## config.mk

```make
export PLATFORM = sky130hd
export DESIGN_NAME = fp16_mul_sched
export DESIGN_NICKNAME = d
export VERILOG_FILES = /design/src/rtl/fp16_mul_sched.sv
export SDC_FILE = /design/constraint.sdc
export NUM_CORES = 1
export LEC_CHECK = 0
export CAP_MARGIN = 20
export CELL_PAD_IN_SITES_DETAIL_PLACEMENT = 0
export CELL_PAD_IN_SITES_GLOBAL_PLACEMENT = 1
export CORE_ASPECT_RATIO = 0.75
export CORE_MARGIN = 3
export CORE_UTILIZATION = 40
export DETAILED_ROUTE_END_ITERATION = 6
export PLACE_DENSITY_LB_ADDON = 0.12
export SLEW_MARGIN = 20
export SYNTH_ARGS = -nofsm -noshare
export SYNTH_HDL_FRONTEND = slang
export SYNTH_SLANG_ARGS = --single-unit
export TNS_END_PERCENT = 1
```

## constraint.sdc

```tcl
create_clock -name clk_59 -period 4.2 [get_ports clk_59]
set_input_delay 0.84 -clock clk_59 [delete_from_list [all_inputs] [get_ports clk_59]]
set_output_delay 0.84 -clock clk_59 [all_outputs]
set_load 0.02 [all_outputs]
```

## src/rtl/fp16_mul_sched.sv

```systemverilog
// Arbiter, tag pipe and credit-protected response FIFO around a shared fp16 mul_pipe.
// Define MUL_SCHED_FIXED_PRIO_EN for fixed priority (lowest index wins) instead of round-robin.
module fp16_mul_sched #(
    parameter int NREQ    = 4,
    parameter int MUL_LAT = 4,
    parameter int DEPTH   = 8,
    parameter int ID_W    = 3
) (
    input  logic                 clk_59,
    input  logic                 reset_59,
    input  logic                 en,
    input  logic [NREQ-1:0]      req_valid,
    output logic [NREQ-1:0]      req_ready,
    input  logic [NREQ*16-1:0]   req_a,
    input  logic [NREQ*16-1:0]   req_b,
    output logic [15:0]          mul_a,
    output logic [15:0]          mul_b,
    input  logic [15:0]          mul_res,
    output logic                 rsp_valid,
    input  logic                 rsp_ready,
    output logic [15:0]          rsp_data,
    output logic [ID_W-1:0]      rsp_id,
    output logic                 idle
);

    localparam int PW = (DEPTH > 1) ? $clog2(DEPTH) : 1;
    localparam int CW = $clog2(DEPTH + MUL_LAT + 2) + 1;

    typedef enum logic [1:0] {IDLE, RUN, DRAIN} state_t;

    state_t              state, stateNxt;
    logic [MUL_LAT:0]    tagV;
    logic [ID_W-1:0]     tagId [MUL_LAT+1];
    logic [15:0]         memData [DEPTH];
    logic [ID_W-1:0]     memId [DEPTH];
    logic [PW-1:0]       wrPtr, rdPtr;
    logic [CW-1:0]       count, inflight;
    logic [ID_W-1:0]     winner;
    logic                canIssue, issue, push, pop;

    function automatic logic [PW-1:0] incPtr(input logic [PW-1:0] p);
        return (p == PW'(DEPTH - 1)) ? '0 : p + 1'b1;
    endfunction

    always_comb begin
        inflight = '0;
        for (int k = 0; k <= MUL_LAT; k++)
            inflight = inflight + CW'(tagV[k]);
    end

    // Credits count both buffered and in-flight results, so a push always has room.
    assign canIssue  = (count + inflight) < CW'(DEPTH);
    assign push      = tagV[MUL_LAT];
    assign rsp_valid = (count != '0);
    assign pop       = rsp_valid & rsp_ready;
    assign rsp_data  = rsp_valid ? memData[rdPtr] : '0;
    assign rsp_id    = rsp_valid ? memId[rdPtr] : '0;
    assign idle      = (state == IDLE);

`ifdef MUL_SCHED_FIXED_PRIO_EN
    always_comb begin
        winner = '0;
        for (int k = NREQ - 1; k >= 0; k--)
            if (req_valid[k]) winner = ID_W'(k);
    end
`else
    localparam logic [ID_W:0] NR = (ID_W+1)'(NREQ);

    logic [ID_W-1:0]     rrPtr, off;
    logic [2*NREQ-1:0]   dbl;
    logic [NREQ-1:0]     rot;
    logic [ID_W:0]       sum, rrNxt;

    // Rotate so the search starts at rrPtr, then map the offset back.
    always_comb begin
        dbl = {req_valid, req_valid} >> rrPtr;
        rot = dbl[NREQ-1:0];
        off = '0;
        for (int k = NREQ - 1; k >= 0; k--)
            if (rot[k]) off = ID_W'(k);
        sum = {1'b0, rrPtr} + {1'b0, off};
        if (sum >= NR) sum = sum - NR;
        winner = sum[ID_W-1:0];
        rrNxt = {1'b0, winner} + 1'b1;
        if (rrNxt >= NR) rrNxt = '0;
    end

    always_ff @(posedge clk_59 or negedge reset_59) begin
        if (!reset_59) rrPtr <= '0;
        else if (issue) rrPtr <= rrNxt[ID_W-1:0];
    end
`endif

    always_comb begin
        issue     = 1'b0;
        req_ready = '0;
        if (state == RUN && en && canIssue && |req_valid) begin
            issue     = 1'b1;
            req_ready = NREQ'(1) << winner;
        end
    end

    always_ff @(posedge clk_59 or negedge reset_59) begin
        if (!reset_59) begin
            mul_a <= '0;
            mul_b <= '0;
            tagV  <= '0;
            for (int k = 0; k <= MUL_LAT; k++) tagId[k] <= '0;
        end else begin
            mul_a    <= issue ? req_a[16*winner +: 16] : '0;
            mul_b    <= issue ? req_b[16*winner +: 16] : '0;
            tagV     <= {tagV[MUL_LAT-1:0], issue};
            tagId[0] <= winner;
            for (int k = 1; k <= MUL_LAT; k++) tagId[k] <= tagId[k-1];
        end
    end

    always_ff @(posedge clk_59 or negedge reset_59) begin
        if (!reset_59) begin
            wrPtr <= '0;
            rdPtr <= '0;
            count <= '0;
            for (int k = 0; k < DEPTH; k++) begin
                memData[k] <= '0;
                memId[k]   <= '0;
            end
        end else begin
            if (push) begin
                memData[wrPtr] <= mul_res;
                memId[wrPtr]   <= tagId[MUL_LAT];
                wrPtr          <= incPtr(wrPtr);
            end
            if (pop) rdPtr <= incPtr(rdPtr);
            unique case (1'b1)
                push && !pop: count <= count + 1'b1;
                pop && !push: count <= count - 1'b1;
                default:      count <= count;
            endcase
        end
    end

    always_ff @(posedge clk_59 or negedge reset_59) begin
        if (!reset_59) state <= IDLE;
        else           state <= stateNxt;
    end

    always_comb begin
        stateNxt = state;
        unique case (state)
            IDLE:  if (en) stateNxt = RUN;
            RUN:   if (!en) stateNxt = DRAIN;
            DRAIN: begin
                if (en)
                    stateNxt = RUN;
                else if (inflight == '0 && count == '0)
                    stateNxt = IDLE;
            end
            default: stateNxt = IDLE;
        endcase
    end

endmodule
```

==> results.md <==
- Final nets: 1097
- Status: completed
- Clk sinks: 220
- DR iter-0 viols: roughly 240
- # rows: 50
- Final core utilization: 0.551
- Maxcap violations: 0
- Vias per cell: between 5 and 6
- CP required: roughly 3400 ps
- Max Root-Sink Buffers: 3
- Syn_area_per_cell: around 15 µm²
- Post-synthesis simple-gate area fraction: 0.0569
- I/O pins: 209
- I/O Buffers: between 200 and 250
- Syn_nets: 867
- Largest net degree at the start of global routing: 89
- Hold Vio Cnt, Final: 0
- Register area share after synthesis: 0.524
- Layout area overhead: 33.2%
- Max incr delay on CP: 520 ps
- H-tree depth: 1
- Mux share of post-synthesis cell area: 0.335
- Synth unique cells: 51
- Vias in the first global route: between 7000 and 8000
- Placed instance count: approximately 1200
- Mapped Cells: between 600 and 700
- Clock-pin slew on the worst setup and hold paths: around 60 ps
- Die area: roughly 28000 µm²
- RSZ-0062 raised after global routing: yes
- Final Cycle Share: 0.999
- TritonCTS buffer count: 23
- Layout cell share with drive strength beyond 1: 0.363
- Core ar.: 25400 µm²
- Post-Route WL: between 20000 and 30000 µm
- Die Wd: between 150 and 200 µm
- DRC errors left: 0
- PD cells: 636 nW/µm²
- LEAKAGE: ~6 nW
- Min Tclk post-route: 4190 ps
- Post-Synth XOR/XNOR Area: 0.00333
- GP Congestion: between 0.7 and 0.8
- Via count: between 6000 and 7000
- Critical path's slowest cell: fa_2
- Yosys Warn Count: 0
- Worst Hold Class: in2async
- Compound-Gate Fraction of Synth Area: 0.0212
- Worst-Skew Late Latency: ~500 ps
- TritonRoute pass-1 iters: 4
- Fmax: around 0.24 GHz
- Total track usage: 0.196
- Hold Buf Count CTS: 0
- Peak supply drop: around 0.32 mV
- Slew Limit Fails: 0
- CTS tree: done
- Synth Area in Adders: 0.0291
- Asr flop ratio synth: 1.00
- Finished Layout Cells: roughly 1300
- Cell area after technology mapping: between 10000 and 15000 µm²
- Layout Skew: between 10 and 15 ps
- EDFF count, synth: 0
- First-pass GRT wire length: between 40000 and 50000 µm
- DP HPWL: around 19000 µm
- Die height: approximately 150 µm
- Post-route ant nets: 0
- Slew @ Worst Pin: roughly 1000 ps
- Most frequent cells in the layout: dfrtp_1, clkdlybuf4s50_1, mux2_2
- Most common cell after layout, fill and taps aside: dfrtp_1
- Setup CP Type: in2out
- Worst path cell trace: dlygate4sd2_1 > or3_4 > o32ai_2 > a32oi_2 > o22ai_2 > ha_2 > fa_2 > ha_4 > ha_1 > and2_1 > buf_4
- Top_reg_cell synth: dfrtp_1
- Critical path fanouts, max: 5
- CTS root buf: clkbuf_16
- CP Launch Type: input port
- GRT overflow: 0
- Initial core utilization: 0.414
- Avg WL per Cell: about 21 µm
- Largest family of logic cells by synthesized area: multiplexers
- Final Setup Violations: 0
- CP endpoint kind: output pin
- Initial antenna violation count: 1
- Max transition margin: 0.343
- Arr. time, crit path: roughly 3400 ps
- Synth Register Bits: 220
==> cells by family after synthesis <==
group                      after synthesis
muxes                                  245
DFF                                    220
and+or+nand+nor                        102
buffers and inverters                   66
AOI/OAI and AO/OA                       34
adders and majority gates               22
xor gates and xnor gates                 4
==> worst max-delay path: cells and delay by family <==
kind	cells	cell delay (ps)
AOI/OAI and AO/OA	3	450
and+or+nand+nor	2	540
adders and majority gates	4	1120
buffers and inverters	2	410
==> flip-flops by register name (all words and copies together), names as in the netlist <==
name	count
memId	24
mul_a	16
wrPtr	3
tagV	5
state	2
count	5
rrPtr	3
tagId	15
rdPtr	3
mul_b	16
memData	128
==> layer usage <==
metal | routed length, µm | share of wire | track usage | vias up
met5 | 0 | 0 | 0 | -
met4 | 575 | 0.021 | 0.0376 | 0
met3 | 1200 | 0.044 | 0.0379 | 40
met2 | 13400 | 0.49 | 0.322 | 162
met1 | 12100 | 0.44 | 0.275 | 3571
li1 | - | - | - | 3041
==> timing repair <==
| item | 4_1_cts | 5_1_grt |
|---|---|---|
| gates cloned | 0 | 0 |
| endpoints found under the setup margin | 4 | 4 |
| resized for setup | 35 | 13 |
| pin swaps | 7 | 6 |
| setup buffers | 1 | 3 |
==> report_power, final <==
part | internal, W | leakage (nW) | switching, W
Combinational | 0.00216 | 2.98 | 0.00166
Sequential | 0.00262 | 2.82 | 0.000415
Clock | 0.00122 | 0.374 | 0.000818
==> synth_stat cells, types with 3 or more instances <==
| master | instances | share of area |
|---|---|---|
| o22ai_1 | 6 | 0.0036 |
| buf_6 | 3 | 0.0032 |
| o21ai_0 | 5 | 0.0024 |
| nor3_1 | 3 | 0.0014 |
| dfrtp_1 | 220 | 0.52 |
| ha_1 | 18 | 0.021 |
| nor2_1 | 27 | 0.0096 |
| mux4_2 | 70 | 0.15 |
| and3_1 | 35 | 0.021 |
| mux2_2 | 155 | 0.17 |
| mux2i_1 | 20 | 0.019 |
| buf_2 | 21 | 0.010 |
| a21o_1 | 4 | 0.0029 |
| buf_4 | 6 | 0.0043 |
| inv_1 | 21 | 0.0075 |
| nand4b_1 | 4 | 0.0033 |
| fa_1 | 4 | 0.0076 |
| nor2b_1 | 3 | 0.0018 |
| a21oi_1 | 9 | 0.0043 |
| clkbuf_1 | 12 | 0.0043 |
| nand2_1 | 11 | 0.0039 |
==> through the flow <==
stage / setup TNS, ps / hold slack (ps) / total power, W / worst slack (ps) / area [µm²]
after floorplan: 0 / 331 / 0.00553 / 506 / 10500
after global placement: -2180 / 334 / 0.00674 / -570 / 13100
after detailed placement: -2710 / 336 / 0.00687 / -699 / 13100
after CTS: -20.5 / 349 / 0.00898 / -13.9 / 13900
after global routing: -147 / 354 / 0.00944 / -65.4 / 14000
final: 0 / 332 / 0.00890 / 5.66 / 14000
==> path summary, 6_finish.rpt <==
check	cells after the start	slack, ps	end	startpoint
min in group clk_59	0	350	tagId[8]	tagId[11]
max reg2reg	13	900	rrPtr[1]	rrPtr[0]
min reg2reg	0	350	tagId[8]	tagId[11]
min	1	330	memData[27]	reset_59
max	11	6	req_ready[3]	req_valid[0]
max in group asynchronous	2	2840	mul_a[5]	reset_59
==> cell type report <==
class / count / area (µm²)
Fill cell: 2112 / 11400
Sequential cell: 220 / 5510
Multi-Input combinational cell: 407 / 4810
Timing Repair Buffer: 250 / 2410
Clock buffer: 33 / 663
Tap cell: 338 / 423
Clock inverter: 8 / 96.3
Inverter: 21 / 78.8
Antenna cell: 1 / 2.50
Power figures use the tool's default switching activity.
